$ cat src/rtl/riscv_lsu_pkg.sv
// riscv_lsu_pkg: size, error and state encodings shared by the load/store unit
package riscv_lsu_pkg;
  typedef enum logic [1:0] {LSU_SIZE_B, LSU_SIZE_H, LSU_SIZE_W, LSU_SIZE_D} lsu_size_e;
  typedef enum logic [1:0] {LSU_ERR_OK, LSU_ERR_MISALIGN, LSU_ERR_TIMEOUT, LSU_ERR_SIZE} lsu_err_e;
  typedef enum logic [1:0] {LSU_ST_IDLE, LSU_ST_ACCESS, LSU_ST_RESP} lsu_st_e;
endpackage

$ cat src/rtl/riscv_lsu_align.sv
// riscv_lsu_align: byte enables, store replication, load extraction and access checks
module riscv_lsu_align
  import riscv_lsu_pkg::*;
#(
  parameter int XLEN = 32
) (
  input  logic [1:0]        size,
  input  logic              uns,
  input  logic [2:0]        addr_lo,
  input  logic [XLEN-1:0]   wdata,
  input  logic [XLEN-1:0]   rdata,
  output logic [XLEN/8-1:0] be,
  output logic [XLEN-1:0]   wdata_rep,
  output logic [XLEN-1:0]   rdata_ext,
  output lsu_err_e          err
);
  localparam int NB = XLEN / 8;
  localparam int OW = $clog2(NB);
  logic [OW-1:0] off;
  logic [XLEN-1:0] lane, m;
  logic sb, misal;
  assign off = addr_lo[OW-1:0];
  assign lane = rdata >> {off, 3'b000};
  always_comb begin
    be = size == LSU_SIZE_B ? NB'(1) << off : size == LSU_SIZE_H ? NB'(3) << off : size == LSU_SIZE_W ? NB'(15) << off : '1;
    wdata_rep = size == LSU_SIZE_B ? {NB{wdata[7:0]}} : size == LSU_SIZE_H ? {(NB/2){wdata[15:0]}}
              : size == LSU_SIZE_W ? {(NB/4){wdata[31:0]}} : wdata;
    m = size == LSU_SIZE_B ? XLEN'(8'hFF) : size == LSU_SIZE_H ? XLEN'(16'hFFFF) : size == LSU_SIZE_W ? XLEN'(32'hFFFF_FFFF) : '1;
    sb = !uns && (size == LSU_SIZE_B ? lane[7] : size == LSU_SIZE_H ? lane[15] : size == LSU_SIZE_W ? lane[31] : 1'b0);
    rdata_ext = (lane & m) | ({XLEN{sb}} & ~m);
    misal = (addr_lo & ((3'd1 << size) - 3'd1)) != 3'd0;
    err = size == LSU_SIZE_D && XLEN == 32 ? LSU_ERR_SIZE : misal ? LSU_ERR_MISALIGN : LSU_ERR_OK;
  end
endmodule

$ cat src/rtl/riscv_lsu.sv
// riscv_lsu: multi-cycle load/store unit with bus handshake, MMIO decode and watchdog
module riscv_lsu
  import riscv_lsu_pkg::*;
#(
  parameter int          XLEN           = 32,
  parameter logic [31:0] MMIO_BASE      = 32'hFFFF_FC00,
  parameter int          MMIO_SIZE_LOG2 = 10,
  parameter int          TIMEOUT        = 255
) (
  input  logic              clk,
  input  logic              rst,
  input  logic              req_valid,
  output logic              req_ready,
  input  logic              req_we,
  input  logic [1:0]        req_size,
  input  logic              req_unsigned,
  input  logic [XLEN-1:0]   req_addr,
  input  logic [XLEN-1:0]   req_wdata,
  output logic              resp_valid,
  output logic [XLEN-1:0]   resp_rdata,
  output logic [1:0]        resp_err,
  output logic              busy,
  output logic              mem_valid,
  output logic              mem_we,
  output logic [XLEN/8-1:0] mem_be,
  output logic [XLEN-1:0]   mem_addr,
  output logic [XLEN-1:0]   mem_wdata,
  output logic              mem_sel_io,
  input  logic              mem_ready,
  input  logic [XLEN-1:0]   mem_rdata
);
  localparam int NB = XLEN / 8;
  localparam int OW = $clog2(NB);
  localparam int CW = TIMEOUT > 0 ? $clog2(TIMEOUT + 1) : 1;
  localparam logic [XLEN-1:0] IO_TAG = XLEN'(MMIO_BASE) >> MMIO_SIZE_LOG2;
  lsu_st_e state_q, state_d;
  lsu_err_e err_q, err_d, al_err;
  logic we_q, we_d, uns_q, uns_d, mv_q, mv_d, mwe_q, mwe_d, io_q, io_d;
  logic [1:0] size_q, size_d;
  logic [XLEN-1:0] addr_q, addr_d, wd_q, wd_d, rd_q, rd_d, al_wd, al_rd, req_base;
  logic [NB-1:0] be_q, be_d, al_be;
  logic [CW-1:0] cnt_q, cnt_d;
  logic idle, acc, done, tmo;
  assign idle = state_q == LSU_ST_IDLE;
  assign req_ready = idle && !rst;
  assign acc = req_valid && req_ready;
  assign done = state_q == LSU_ST_ACCESS && mem_ready;
  assign tmo = TIMEOUT != 0 && cnt_q == CW'(TIMEOUT - 1);
  assign req_base = {req_addr[XLEN-1:OW], {OW{1'b0}}};
  riscv_lsu_align #(.XLEN(XLEN)) u_align (
    .size      (idle ? req_size : size_q),
    .uns       (idle ? req_unsigned : uns_q),
    .addr_lo   (idle ? req_addr[2:0] : addr_q[2:0]),
    .wdata     (req_wdata),
    .rdata     (mem_rdata),
    .be        (al_be),
    .wdata_rep (al_wd),
    .rdata_ext (al_rd),
    .err       (al_err)
  );
  always_ff @(posedge clk) begin
    if (rst) state_q <= LSU_ST_IDLE;
    else state_q <= state_d;
  end
  always_comb begin
    state_d = state_q;
    case (state_q)
      LSU_ST_IDLE:   state_d = !acc ? LSU_ST_IDLE : al_err == LSU_ERR_OK ? LSU_ST_ACCESS : LSU_ST_RESP;
      LSU_ST_ACCESS: state_d = mem_ready || tmo ? LSU_ST_RESP : LSU_ST_ACCESS;
      default:       state_d = LSU_ST_IDLE;
    endcase
  end
  always_comb begin
    resp_valid = state_q == LSU_ST_RESP;
    busy = !idle;
    resp_rdata = rd_q;
    resp_err = err_q;
    mem_valid = mv_q;
    mem_we = mwe_q;
    mem_be = be_q;
    mem_addr = {addr_q[XLEN-1:OW], {OW{1'b0}}};
    mem_wdata = wd_q;
    mem_sel_io = io_q;
  end
  always_comb begin
    we_d = acc ? req_we : we_q;
    uns_d = acc ? req_unsigned : uns_q;
    size_d = acc ? req_size : size_q;
    addr_d = acc ? req_addr : addr_q;
    be_d = acc ? al_be : be_q;
    wd_d = acc ? al_wd : wd_q;
    mwe_d = acc ? req_we : mwe_q;
    io_d = acc ? (req_base >> MMIO_SIZE_LOG2) == IO_TAG : io_q;
    mv_d = acc ? al_err == LSU_ERR_OK : mv_q && !(mem_ready || tmo);
    err_d = acc ? al_err : state_q == LSU_ST_ACCESS && !mem_ready && tmo ? LSU_ERR_TIMEOUT : err_q;
    rd_d = acc ? '0 : done && !we_q ? al_rd : rd_q;
    cnt_d = state_q == LSU_ST_ACCESS ? cnt_q + CW'(1) : '0;
  end
  always_ff @(posedge clk) begin
    if (rst) begin
      we_q <= 1'b0;
      uns_q <= 1'b0;
      size_q <= '0;
      addr_q <= '0;
      be_q <= '0;
      wd_q <= '0;
      mwe_q <= 1'b0;
      io_q <= 1'b0;
      mv_q <= 1'b0;
      err_q <= LSU_ERR_OK;
      rd_q <= '0;
      cnt_q <= '0;
    end else begin
      we_q <= we_d;
      uns_q <= uns_d;
      size_q <= size_d;
      addr_q <= addr_d;
      be_q <= be_d;
      wd_q <= wd_d;
      mwe_q <= mwe_d;
      io_q <= io_d;
      mv_q <= mv_d;
      err_q <= err_d;
      rd_q <= rd_d;
      cnt_q <= cnt_d;
    end
  end
endmodule

$ cat config.mk
export PLATFORM = sky130hd
export DESIGN_NAME = riscv_lsu
export DESIGN_NICKNAME = d
export VERILOG_FILES = /design/src/rtl/riscv_lsu_pkg.sv /design/src/rtl/riscv_lsu_align.sv /design/src/rtl/riscv_lsu.sv
export SDC_FILE = /design/constraint.sdc
export NUM_CORES = 1
export LEC_CHECK = 0
export ABC_CLOCK_PERIOD_IN_PS = 3000
export BUFFER_PORTS_ARGS = -buffer_cell sky130_fd_sc_hd__clkbuf_2
export CORE_UTILIZATION = 50
export CTS_BUF_LIST = sky130_fd_sc_hd__clkbuf_4 sky130_fd_sc_hd__clkbuf_8 sky130_fd_sc_hd__clkbuf_16
export CTS_CLUSTER_SIZE = 30
export DETAILED_ROUTE_END_ITERATION = 10
export PLACE_DENSITY = 0.79
export REMOVE_ABC_BUFFERS = 1
export SYNTH_ARGS = -nofsm -noshare
export SYNTH_HDL_FRONTEND = slang
export SYNTH_SLANG_ARGS = --single-unit
export TNS_END_PERCENT = 1
$ cat constraint.sdc
create_clock -name clk -period 3 [get_ports clk]
set_input_delay 0.3 -clock clk [delete_from_list [all_inputs] [get_ports clk]]
set_output_delay 0.3 -clock clk [all_outputs]
set_load 0.03 [all_outputs]
# Word level (Yosys, flattened, before mapping)
# Cells that the tools add are included.
# Widths: inputs -> output; s select.
# word_totals
register_bits,118
out_inout_bits,108
# op_classes
addsub,2
n_eq_ne,7
n_shift,5
n_mux,22
bitwise_logic,6
n_reduce_logical,22
# ops
cell,n
$mux 32,4
$and 32x32->32,2
$not 32->32,1
$or 32x32->32,1
$shr 32x5->32,1
$eq 22x22->1 const B,1
$mux 2,7
$mux 4,3
$add 8x1->8 const B,1
$eq 8x8->1 const B,1
$logic_and 1x1->1,8
$eq 2x2->1 const B,3
$logic_not 1->1,6
$logic_not 2->1,3
$mux 1,6
$eq 2x1->1 const B,2
$pmux 2 s2,1
$reduce_or 2->1,2
$shl 1x2->4 const A,1
$shl 2x2->4 const A,1
$shl 4x2->4 const A,1
$and 3x3->3,1
$mux 3,1
$reduce_bool 3->1,1
5 further kinds,5

# Depth between registers and ports, before layout
# depth
ltp_word,12
ltp_mapped,11
depth_no_buf,7

# Cells and area by module
# Synthesis repeated with hierarchy kept, for this count alone.
# hier_totals
hier_cells,771
area_unflattened_um2,6104.6
# modules_own_cells
mod,n_inst,cells_each,area_per_inst_um2,seq_area_each_um2
riscv_lsu,1,568,4748.3,2362.3
riscv_lsu_align,1,203,1356.3,0.0

# Worst setup path before layout
# OpenSTA, ideal clock, no wires.
# synth_path
kind,register to register
startpoint,register state_q[0]
endpoint,register wd_q[22] (netlist: mem_wdata[22])
setup_time_ps,86
arrival_ps,2183
setup_slack_ps,732
stages_incl_launch_ff,8
path_buffers,3
period_less_slack_ps,2268
path_cell_list,dfxtp_1 > buf_2 > nor3_1 > and2_1 > clkbuf_1 > clkbuf_1 > nor2_1 > a211oi_1
# synth_lines
item,line_no,source
from (decl),riscv_lsu.sv:36,"lsu_st_e state_q, state_d;"
from (signal assigned),riscv_lsu.sv:63,else state_q <= state_d;
$logic_not 2->1,riscv_lsu.sv:44,assign idle = state_q == LSU_ST_IDLE;
$logic_and 1x1->1,riscv_lsu.sv:45,assign req_ready = idle && !rst;
named net req_ready,riscv_lsu.sv:13,"output logic req_ready,"
$logic_and 1x1->1,riscv_lsu.sv:46,assign acc = req_valid && req_ready;
to (signal assigned),riscv_lsu.sv:119,wd_q <= wd_d;
to (decl),riscv_lsu.sv:40,"logic [XLEN-1:0] addr_q, addr_d, wd_q, wd_d, rd_q, rd_d, al_wd, al_rd, req_base;"
# The timed path passes the listed nets, and every way through them passes these cells.
# A chain may end at the register's enable or synchronous reset.

# Worst setup path in the final report
# layout_path
startpoint,register state_q[0]
endpoint,register rd_q[9] (netlist: resp_rdata[9])
# layout_via
elab_chain_len,9
# layout_rtl
item,line_no,source
$logic_not 2->1,riscv_lsu.sv:44,
$mux 3 / $mux 2 (equally long branches),"riscv_lsu.sv:53, riscv_lsu.sv:51",
$shr 32x5->32 / $eq 2x2->1 (equally long branches),"riscv_lsu_align.sv:23, riscv_lsu_align.sv:29",
$mux 1 (3 in series),riscv_lsu_align.sv:29,sb = !uns && (size == LSU_SIZE_B ? lane[7] : size == LSU_SIZE_H ? lane[15] : size == LSU_SIZE_W ? lane[31] : 1 ...
$logic_and 1x1->1,riscv_lsu_align.sv:29,
$and 32x32->32,riscv_lsu_align.sv:30,rdata_ext = (lane & m) | ({XLEN{sb}} & ~m);
$or 32x32->32,riscv_lsu_align.sv:30,
to (signal assigned),riscv_lsu.sv:124,rd_q <= rd_d;
to (decl),riscv_lsu.sv:40,
# Several ways; a longest one is shown, not always the timed one.

==> metrics.md <==
| Metric | Value |
|---|---|
| Area growth, synth to finish | `26.3%` |
| Peak supply drop | `386 uV` |
| Clk_lat worst skew | `0.41 ns` |
| DP Wirelength | `11400 microns` |
| Mapped Area | `5760 sq um` |
| Min Hold Slack | `0.0756 ns` |
| Post-synthesis mux area share | `5.57%` |
| RSZ-0062 raised after global routing | `no` |
| Main combinational cell family by area after synthesis | `simple AND/OR/NAND/NOR gates` |
| CTS tree | `built` |
| Synth warn | `0` |
| CP Class | `reg -> reg` |
| Synth Area in Compound Gates | `15.5%` |
| Vias per cell | `5.45` |
| Crit end category | `flop` |
| Net count, final | `970` |
| Final Non-Filler Cells | `1011` |
| Max_slew headroom | `25.3%` |
| Resized Gates After CTS | `0` |
| Fin. Hold Viols | `0` |
| Seq/Total Area, Yosys | `41.0%` |
| Hold_sp | `req_we` |
| Max cap viols | `0` |
| Post-synthesis adder-cell area fraction | `1.52%` |
| Slew Limit Fails | `0` |
| Post-Syn Area per Cell | `8.27 sq um` |
| Pre-antenna DRT Iters | `7` |
| Post-synth EDFFs | `0` |
| Dpl cells | `980` |
| Placed Area | `6670 sq um` |
| Synth top area cells | `dfxtp_1, nand2_1, nand3b_1` |
| Commonest non-fill, non-tap cell in the layout | `clkbuf_2` |
| Die X | `109 microns` |
| Post-route ant nets | `0` |
| Outcome | `completed` |
| Leak | `3.46 nW` |
| H-Tree Level Count | `4` |
| Total Routing Usage GR | `27.4%` |
| Commonest cells after routing, fill and taps aside | `clkbuf_2, nand2_1, dfxtp_1` |
| Req. time, crit path | `3.25 ns` |
| Max Clk Rate | `0.389 GHz` |
| Row cnt | `38` |
| Period utilization | `85.6%` |
| Core ar. | `11000 sq um` |
| Top_reg_cell synth | `dfxtp_1` |
| Multi-input logic area | `2950 sq um` |
| Crit path launch type | `flop` |
| Clock transition at path regs | `0.06 ns` |
| Gate Count Post-Synth | `696` |
| Xor and xnor area share after synthesis | `0.913%` |
| Initial Util | `52.2%` |
| GRT overflow | `0` |
| CP Launch Point | `state_q[0]` |
| Fin crit period | `2.57 ns` |
| Clk buf depth | `2` |
| Initial antenna violation count | `0` |
| Pwr Density | `655 nW/um^2` |
| Top-level port count | `212` |
| Die Y | `109 microns` |
| Residual DRC | `0` |
| Port Buffers | `209` |
| Setup tns final | `0 ns` |
| Routed Wire Length | `16400 microns` |
| Final instance area | `7270 sq um` |
| WL per Instance | `16.2 microns` |
| Synth Area in Simple Gates | `27.0%` |
| # clock sinks | `118` |
| Hold Buf Count CTS | `0` |
| Largest net degree at the start of global routing | `79` |
| GP Congestion | `0.862` |
| Post-synth top area cell | `dfxtp_1` |
| Die Area | `11900 sq um` |
| Yosys cell types | `56` |
| R2R Path Start | `state_q[0]` |
| Ant diodes | `0` |
| Root Buffer Master | `clkbuf_16` |
| Top-area cell type share of the netlist area | `41.0%` |
| Worst-Margin Slew | `1.11 ns` |
| Arr. time, crit path | `2.82 ns` |
| Maximum net fanout on the critical path | `16` |
| Fraction of layout cells with a size suffix above 1 | `32.5%` |
| Vias | `5508` |
| Vias in the first global route | `5218` |
| Post-CTS setup buffers | `0` |
| Register area | `2360 sq um` |
| Num CTS Buffers | `17` |
| DR iter-0 viols | `395` |
| Clock Skews | `0.00957 ns` |
| Filler instances | `995` |
| Setup violators final | `0` |
| Worst hold path class | `in -> reg` |
| First-pass GRT wire length | `25200 microns` |
| FF+latch count, synth | `118` |
| Async SR Flop Fraction | `0%` |
## registers in the layout, indices dropped and copies added, names as in the netlist, 2 cells and up
register	flops
addr_q	32
cnt_q	8
mem_be	4
mem_wdata	32
resp_err	2
resp_rdata	32
size_q	2
state_q	2
## worst paths after layout
| kind | end | slack [ns] | depth (start not counted) |
|---|---|---|---|
| worst min-delay path | mem_we | 0.08 | 3 |
| worst min register to register | resp_rdata[6] | 0.46 | 2 |
| worst max-delay path | resp_rdata[9] | 0.43 | 7 |
| worst max register to register | resp_rdata[9] | 0.43 | 7 |
## layer usage
metal	wire length, microns	up-vias	global-route usage [%]	part of all wire, %
met5	0	-	0	0
met4	233	0	8.19	1.4
met3	1270	19	7.94	7.8
met2	7870	229	46.7	48
met1	6980	2556	33.4	43
li1	-	2704	-	-
## cells in the mapped netlist, drive strengths merged (3+ instances only)
master / count
o21ai: 39
a21boi: 3
a221oi: 8
nand3: 16
nand4: 5
mux2i: 29
buf: 45
nor2: 33
xor2: 5
inv: 6
nand3b: 70
o211ai: 16
dfxtp: 118
a31oi: 3
a211oi: 9
clkbuf: 35
nor4b: 3
ha: 7
o31ai: 3
a21oi: 44
nand2: 169
nor3: 4
and3: 3
## through the flow
stage / setup slack (ns) / power, mW / utilization [%]
floorplan: -0.945 / 2.35 / -
global placement: 0.540 / 2.69 / 60.5
detailed placement: 0.465 / 2.70 / 60.5
CTS: 0.446 / 4.79 / 65.9
global route: 0.204 / 4.94 / 65.9
finish: 0.431 / 4.77 / 65.9
## kinds of logic (layout without fill, tap and decap cells)
kind of cell	count (synthesis)	count (layout)
muxes	31	31
xor gates and xnor gates	6	6
other	1	2
DFF	118	118
adders and majority gates	7	7
AOI/OAI and AO/OA	134	134
and+or+nand+nor	313	313
buffers and inverters	86	260
## critical path: stages, from the launching register on
cell and delay [ns]:
dfxtp_1 0.43, nor2_4 0.37, mux2i_2 0.31, inv_2 0.18, mux2i_1 0.31, a22oi_1 0.17
o311ai_2 0.54, a211oi_1 0.10
## cell type report
| type | count | area share, % |
|---|---|---|
| Sequential cell | 118 | 32.5 |
| Multi-Input combinational cell | 493 | 40.5 |
| Clock inverter | 14 | 2.44 |
| Tap cell | 140 | 2.41 |
| Clock buffer | 17 | 5.85 |
| Timing Repair Buffer | 223 | 16.0 |
| Inverter | 6 | 0.310 |
## where the power goes
part	switching, mW	internal [mW]
clock network	0.776	1.31
registers	0.0687	1.68
logic	0.625	0.307
total	1.47	3.30
No activity file was read; power rests on OpenSTA's default activity.
